### config.mk
export PLATFORM = sky130hd
export DESIGN_NAME = can_tx_stuff_crc
export DESIGN_NICKNAME = d
export VERILOG_FILES = /design/src/rtl/can_pkg.sv /design/src/rtl/can_crc15.sv /design/src/rtl/can_tx_stuff_crc.sv
export SDC_FILE = /design/constraint.sdc
export NUM_CORES = 1
export LEC_CHECK = 0
export ABC_AREA = 1
export CAP_MARGIN = 20
export CORE_MARGIN = 2
export CORE_UTILIZATION = 38
export DETAILED_ROUTE_END_ITERATION = 7
export GPL_ROUTABILITY_DRIVEN = 0
export PLACE_DENSITY_LB_ADDON = 0.15
export REMOVE_ABC_BUFFERS = 1
export SLEW_MARGIN = 40
export SYNTH_ARGS = -nofsm -noshare
export SYNTH_HDL_FRONTEND = slang
export SYNTH_SLANG_ARGS = --single-unit
### constraint.sdc
create_clock -name clk -period 2 [get_ports clk]
set_input_delay 0.2 -clock clk [delete_from_list [all_inputs] [get_ports clk]]
set_output_delay 0.2 -clock clk [all_outputs]
set_load 0.02 [all_outputs]
### src/rtl/can_pkg.sv
// Shared CAN definitions: TX back-end states and CRC-15 / bit-stuffing constants.
package can_pkg;

  localparam int CAN_CRC_W = 15;
  localparam logic [CAN_CRC_W-1:0] CAN_CRC_POLY = 15'h4599;
  localparam int CAN_STUFF_LEN = 5;

  typedef enum logic [2:0] {
    S_IDLE,
    S_FRAME,
    S_CRC,
    S_CRC_DEL,
    S_ACK,
    S_ACK_DEL,
    S_EOF,
    S_IFS
  } can_tx_state_t;

endpackage

### src/rtl/can_crc15.sv
// Single-bit CAN CRC-15 step, shared by the TX and RX paths.
module can_crc15
  import can_pkg::*;
(
  input  logic [CAN_CRC_W-1:0] crc_in,
  input  logic                 bit_in,
  output logic [CAN_CRC_W-1:0] crc_out
);

  logic fb;

  assign fb = bit_in ^ crc_in[CAN_CRC_W-1];

  assign crc_out = {crc_in[CAN_CRC_W-2:0], 1'b0}
                 ^ (fb ? CAN_CRC_POLY : '0);

endmodule

### src/rtl/can_tx_stuff_crc.sv
// CAN TX back end: CRC-15 append, frame tail, bit stuffing, registered TX pin.
module can_tx_stuff_crc
  import can_pkg::*;
#(
  parameter int EOF_BITS = 7,
  parameter int IFS_BITS = 3
) (
  input  logic                 clk,
  input  logic                 rst,
  input  logic                 bit_tick,
  input  logic                 in_valid,
  input  logic                 in_bit,
  input  logic                 in_last,
  output logic                 in_ready,
  output logic                 can_tx,
  output logic                 busy,
  output logic                 done,
  output logic                 underrun,
  output logic [CAN_CRC_W-1:0] frame_crc
);

  can_tx_state_t state_q, state_d;

  logic [CAN_CRC_W-1:0] crc_q, crc_d;
  logic [CAN_CRC_W-1:0] fcrc_q, fcrc_d;
  logic [CAN_CRC_W-1:0] crc_seed, crc_nx;
  logic                 tx_q, tx_d;
  logic                 done_q, done_d;
  logic                 urun_q, urun_d;
  logic                 last_q, last_d;
  logic [2:0]           run_q, run_d;
  logic                 stuff_q, stuff_d;
  logic [3:0]           cnt_q, cnt_d;

  logic [3:0] crc_idx;
  logic       crc_bit;
  logic       data_bit;
  logic [2:0] run_nx;
  logic       hit;

  assign in_ready = bit_tick && !stuff_q
                 && (state_q == S_IDLE || state_q == S_FRAME);

  assign crc_seed = (state_q == S_IDLE) ? '0 : crc_q;

  can_crc15 u_crc (
    .crc_in  (crc_seed),
    .bit_in  (in_bit),
    .crc_out (crc_nx)
  );

  assign crc_idx  = 4'(CAN_CRC_W - 1) - cnt_q;
  assign crc_bit  = fcrc_q[crc_idx];
  assign data_bit = (state_q == S_CRC) ? crc_bit : in_bit;

  // SOF always starts a fresh run regardless of what preceded it
  assign run_nx = (state_q == S_IDLE || data_bit != last_q)
                ? 3'd1 : run_q + 3'd1;
  assign hit    = (run_nx == 3'(CAN_STUFF_LEN));

  always_comb begin
    state_d = state_q;
    crc_d   = crc_q;
    fcrc_d  = fcrc_q;
    tx_d    = tx_q;
    last_d  = last_q;
    run_d   = run_q;
    stuff_d = stuff_q;
    cnt_d   = cnt_q;
    done_d  = 1'b0;
    urun_d  = 1'b0;
    if (bit_tick) begin
      unique case (state_q)
        S_IDLE: begin
          if (in_valid && in_ready && !in_bit) begin
            tx_d    = 1'b0;
            last_d  = 1'b0;
            run_d   = run_nx;
            stuff_d = hit;
            crc_d   = crc_nx;
            if (in_last) begin
              fcrc_d  = crc_nx;
              cnt_d   = '0;
              state_d = S_CRC;
            end else begin
              state_d = S_FRAME;
            end
          end
        end
        S_FRAME: begin
          if (stuff_q) begin
            tx_d    = ~last_q;
            last_d  = ~last_q;
            run_d   = 3'd1;
            stuff_d = 1'b0;
          end else if (!in_valid) begin
            urun_d  = 1'b1;
            tx_d    = 1'b1;
            state_d = S_IDLE;
          end else begin
            tx_d    = data_bit;
            last_d  = data_bit;
            run_d   = run_nx;
            stuff_d = hit;
            crc_d   = crc_nx;
            if (in_last) begin
              fcrc_d  = crc_nx;
              cnt_d   = '0;
              state_d = S_CRC;
            end
          end
        end
        S_CRC: begin
          if (stuff_q) begin
            tx_d    = ~last_q;
            last_d  = ~last_q;
            run_d   = 3'd1;
            stuff_d = 1'b0;
            if (cnt_q == 4'd15) begin
              cnt_d   = '0;
              state_d = S_CRC_DEL;
            end
          end else begin
            tx_d    = data_bit;
            last_d  = data_bit;
            run_d   = run_nx;
            stuff_d = hit;
            cnt_d   = cnt_q + 4'd1;
            // cnt parks at 15 when a stuff bit trails the last CRC bit
            if (cnt_q == 4'(CAN_CRC_W - 1) && !hit) begin
              cnt_d   = '0;
              state_d = S_CRC_DEL;
            end
          end
        end
        S_CRC_DEL: begin
          tx_d    = 1'b1;
          stuff_d = 1'b0;
          state_d = S_ACK;
        end
        S_ACK: begin
          tx_d    = 1'b1;
          state_d = S_ACK_DEL;
        end
        S_ACK_DEL: begin
          tx_d    = 1'b1;
          cnt_d   = '0;
          state_d = S_EOF;
        end
        S_EOF: begin
          tx_d  = 1'b1;
          cnt_d = cnt_q + 4'd1;
          if (cnt_q == 4'(EOF_BITS - 1)) begin
            cnt_d   = '0;
            state_d = S_IFS;
          end
        end
        S_IFS: begin
          tx_d  = 1'b1;
          cnt_d = cnt_q + 4'd1;
          if (cnt_q == 4'(IFS_BITS - 1)) begin
            cnt_d   = '0;
            done_d  = 1'b1;
            state_d = S_IDLE;
          end
        end
      endcase
    end
  end

  always_ff @(posedge clk) begin
    if (rst) begin
      state_q <= S_IDLE;
      crc_q   <= '0;
      fcrc_q  <= '0;
      tx_q    <= 1'b1;
      done_q  <= 1'b0;
      urun_q  <= 1'b0;
      last_q  <= 1'b0;
      run_q   <= '0;
      stuff_q <= 1'b0;
      cnt_q   <= '0;
    end else begin
      state_q <= state_d;
      crc_q   <= crc_d;
      fcrc_q  <= fcrc_d;
      tx_q    <= tx_d;
      done_q  <= done_d;
      urun_q  <= urun_d;
      last_q  <= last_d;
      run_q   <= run_d;
      stuff_q <= stuff_d;
      cnt_q   <= cnt_d;
    end
  end

  assign can_tx    = tx_q;
  assign busy      = (state_q != S_IDLE);
  assign done      = done_q;
  assign underrun  = urun_q;
  assign frame_crc = fcrc_q;

endmodule

==> impl_results.md, run 1 <==
- Final setup fails: 0
- Reg2reg path depth: 16
- Max clock buf depth: 2
- Outcome: completed
- Most common cell after layout, fill and taps aside: nand2_1
- Clock-pin slew on the worst setup and hold paths: around 0.090 ns
- Arr. time, crit path: approximately 2.2 ns
- Largest net degree at the start of global routing: 29
- Clock Sinks: 45
- CP max stage cell: dfxtp_4
- Sw Ratio: roughly 33%
- Core Rows: 29
- Finished Core Util: 50.44%
- Final min period: around 1.9 ns
- CP bufs+invs: 1
- Sequential area share after synthesis: a little over a third
- Lkg Pwr: about 0.0012 uW
- Syn. warnings: 0
- Top delay family on crit path: simple AND/OR/NAND/NOR gates
- Netlist Area Pre-Place: about 0.0026 sq mm
- Setup crit start: cnt_q[0]
- Vias: 2349
- Vias in the first global route: about 2200
- Max stage delay on crit path: around 0.37 ns
- Pwr Density: approximately 650 mW/mm^2
- Crit start category: flop
- CTS Buf Count: 5
- Critical Path Sink Type: flop
- Min-delay src: crc_q[11]
- Reg-to-Reg End: cnt_q[1]
- Clk_lat worst skew: ~0.3 ns
- Worst hold path type: flop to flop
- # nets final: 402
- Final Hold Fails: 0
- Post-Place Setup Slack: -0.1151 ns
- Seq cells post-synth: 45
- Worst hold path stage count: 2
- Max-slew headroom: between 60 and 70%
- Area grow syn2layout: 26.79%
- Setup_tns: 0 ns
- Vias/cell: around 5
- Wire per inst: between 10 and 15 microns
- Antenna viol nets, final: 0
- Compound-Gate Fraction of Synth Area: 17.97%
- Starting Density: 39.78%
- Mean post-synth cell area: about 7.4 sq um
- Grt ovf: 0
- Fin crit share: between 90% and 100%
- CP Max Fanout: 5
- CTS tree: done
- Mux contribution to synthesized area: 0%
- Flop pwr share: a little under half
- F_max: 523.7 MHz
- Share of cells above drive strength 1: a little under a third
- Internal reg-to-reg setup slack: 0.09 ns
- Port-buffer cells: 25
- Main combinational cell family by area after synthesis: simple AND/OR/NAND/NOR gates
- Post-Route WL: roughly 6300 microns
- XOR/XNOR share of the synthesized area: 2.400%
- Max Cap Viol: 0
- Tot Pwr: between 2000 and 2500 uW
- Gr usage total: 18.21%
- Final HPWL DP: 4705 microns
- Clk pwr share: a little over a quarter
- DIE AREA: ~0.0074 sq mm
- Antenna cells: 0
- P_int: 1408 uW
- # H-tree levels: 2
- Psw: between 600 and 700 uW
- Count of hold-fix buffers inserted at cts: 0
- Cell breakdown of the critical path: ha_2 -> inv_1 -> nand2_1 -> nand2_2 -> nand3_2 -> nand3_2 -> nand3_4 -> nand3_2 -> nand2_2 -> nor2_4 -> nand3_2 -> nand2_2 -> nand2_4 -> nand2_4 -> nand2_2 -> a21oi_2
- Hold slack: around 0.46 ns
- Post-Syn Instances: 344
- CTS root buf: clkbuf_8
- Worst-Margin Slew: approximately 0.53 ns
- Residual DRC: 0
- Number of DRC violations after detailed-routing iteration 0: 122
- Combinational power share: between 20% and 30%
- Reg-to-Reg Start: cnt_q[0]
- RSZ-0062 raised after global routing: true
- Max-slew violation count: 0
- Peak VDD IR: just over 400 uV
- Initial antenna violation count: 0
- Setup CP Type: flop to flop
- Worst setup margin: roughly 0.09 ns
- Skew final: 0.006257 ns
- I/O pin total: 26
- Most frequent cells in the layout: 67 x nand2_1, 40 x dfxtp_1, 31 x nor2_1, 27 x buf_4, 25 x inv_1
- Critical Path RT: about 2.2 ns
- CORE AREA: 0.006422 sq mm
- Die Wd: approximately 86 microns
- Height of the chip: roughly 86 microns
- First-pass GRT wire length: 10660 microns
- WHS Endpoint: crc_q[11]
- Yosys cell types: 37
- Post-Synth Adder-Cell Area: ~1.5%
- DRT Pass-1 Iters: 4
- Synth Area in Simple Gates: between 30% and 40%
==> area by class of cell <==
type | count | area, sq um
clock buffer | 5 | 68.82
inverter | 38 | 147.6
fill | 633 | 3183
clock inverter | 2 | 16.27
multi-input combinational | 249 | 1506
tap | 77 | 96.34
timing repair buffer | 54 | 491.7
sequential | 45 | 912.1
==> power by group through the flow <==
| stage | logic [uW] | registers [uW] | clock network [uW] |
|---|---|---|---|
| 6_report | 545 | 991 | 572 |
| 5_1_grt | 602 | 998 | 625 |
| 4_1_cts | 529 | 994 | 590 |
| 3_5_place_dp | 527 | 1010 | 0 |
| 3_3_place_gp | 525 | 1010 | 0 |
| 2_1_floorplan | 311 | 1020 | 0 |
==> registers in the layout (all words and copies together), names as in the netlist <==
signal and count:
crc_q 15, frame_crc 15, cnt_q 4, run_q 3, state_q 3, can_tx 1
done 1, last_q 1, stuff_q 1, underrun 1
==> metal layers <==
layer / vias to the layer above / share of wire [%] / track usage, %
li1: 1220 / - / -
met1: 1097 / 48 / 22.92
met2: 21 / 47 / 30.66
met3: 11 / 2.4 / 3.272
met4: 0 / 2.3 / 7.359
met5: - / 0 / 0
==> tightest hold or removal path, cell delays in order, from the launching register on <==
cell     delay (ns)
dfxtp_1        0.30
inv_1          0.06
a21oi_1        0.05
==> synth_stat cells <==
library cell	n	area (sq um)
a211oi_1	2	15.01
nand3_1	26	130.1
nor3_4	1	16.27
o21ai_0	21	105.1
dfxtp_1	45	900.9
xnor2_1	4	35.03
nor2_2	5	31.28
nor3_1	4	20.02
a2111oi_4	1	27.53
inv_2	12	45.04
buf_8	1	15.01
nand2_4	3	33.78
nand3_2	5	50.05
o22ai_1	2	12.51
nor2_4	3	33.78
inv_1	26	97.59
nand4_1	1	6.260
ha_1	3	37.54
nand2_1	70	262.8
o21ai_1	1	5.000
a31oi_4	1	21.27
nor2_1	31	116.4
nor2_8	2	40.04
nand4_2	1	12.51
buf_2	4	20.02
o21ai_2	1	8.760
a21oi_1	23	115.1
nor3_2	1	10.01
o211ai_1	2	15.01
nand2_2	16	100.1
clkbuf_1	4	15.01
nor4_1	1	6.260
a21oi_2	12	105.1
buf_6	3	33.78
a21oi_4	1	16.27
a31oi_1	2	12.51
xor2_1	3	26.28
==> worst max path at each step <==
stage,end,slack [ns],depth (start not counted)
after floorplan,state_q[0],-0.25,17
after global placement,state_q[0],-0.006,17
after detailed placement,state_q[0],-0.12,17
after CTS,state_q[0],0.02,17
after global routing,state_q[0],-0.07,17
final,cnt_q[1],0.09,16
==> logic make-up after synthesis <==
family,after synthesis
XOR/XNOR,7
AND/OR/NAND/NOR,170
AO/OA/AOI/OAI,69
flip-flops,45
buffers and inverters,50
adder cells (fa/ha/maj),3
==> metrics by stage <==
| stage | area, sq um | cells |
|---|---|---|
| global route | 3239 | 470 |
| finish | 3239 | 470 |
| detailed placement | 3030 | 459 |
| global placement | 3030 | 459 |
| floorplan | 2471 | 332 |
| CTS | 3132 | 466 |
==> repair_timing <==
| item | in CTS | in global routing |
|---|---|---|
| pin swaps | 0 | 12 |
| gates resized for setup | 7 | 21 |
| setup buffers | 0 | 4 |
| endpoints found under the setup margin | 10 | 20 |
Note: power is estimated with default switching activity, not from simulation.
==> run 2, diff against run 1 <==
--- a/config.mk
+++ b/config.mk
@@ -6,7 +6,6 @@
 export NUM_CORES = 1
 export LEC_CHECK = 0
 export ABC_AREA = 1
-export CAP_MARGIN = 20
 export CORE_MARGIN = 2
 export CORE_UTILIZATION = 38
 export DETAILED_ROUTE_END_ITERATION = 7
==> results of run 2 <==
Same layout as run 1: the final DEF is identical, and so are final timing and power.
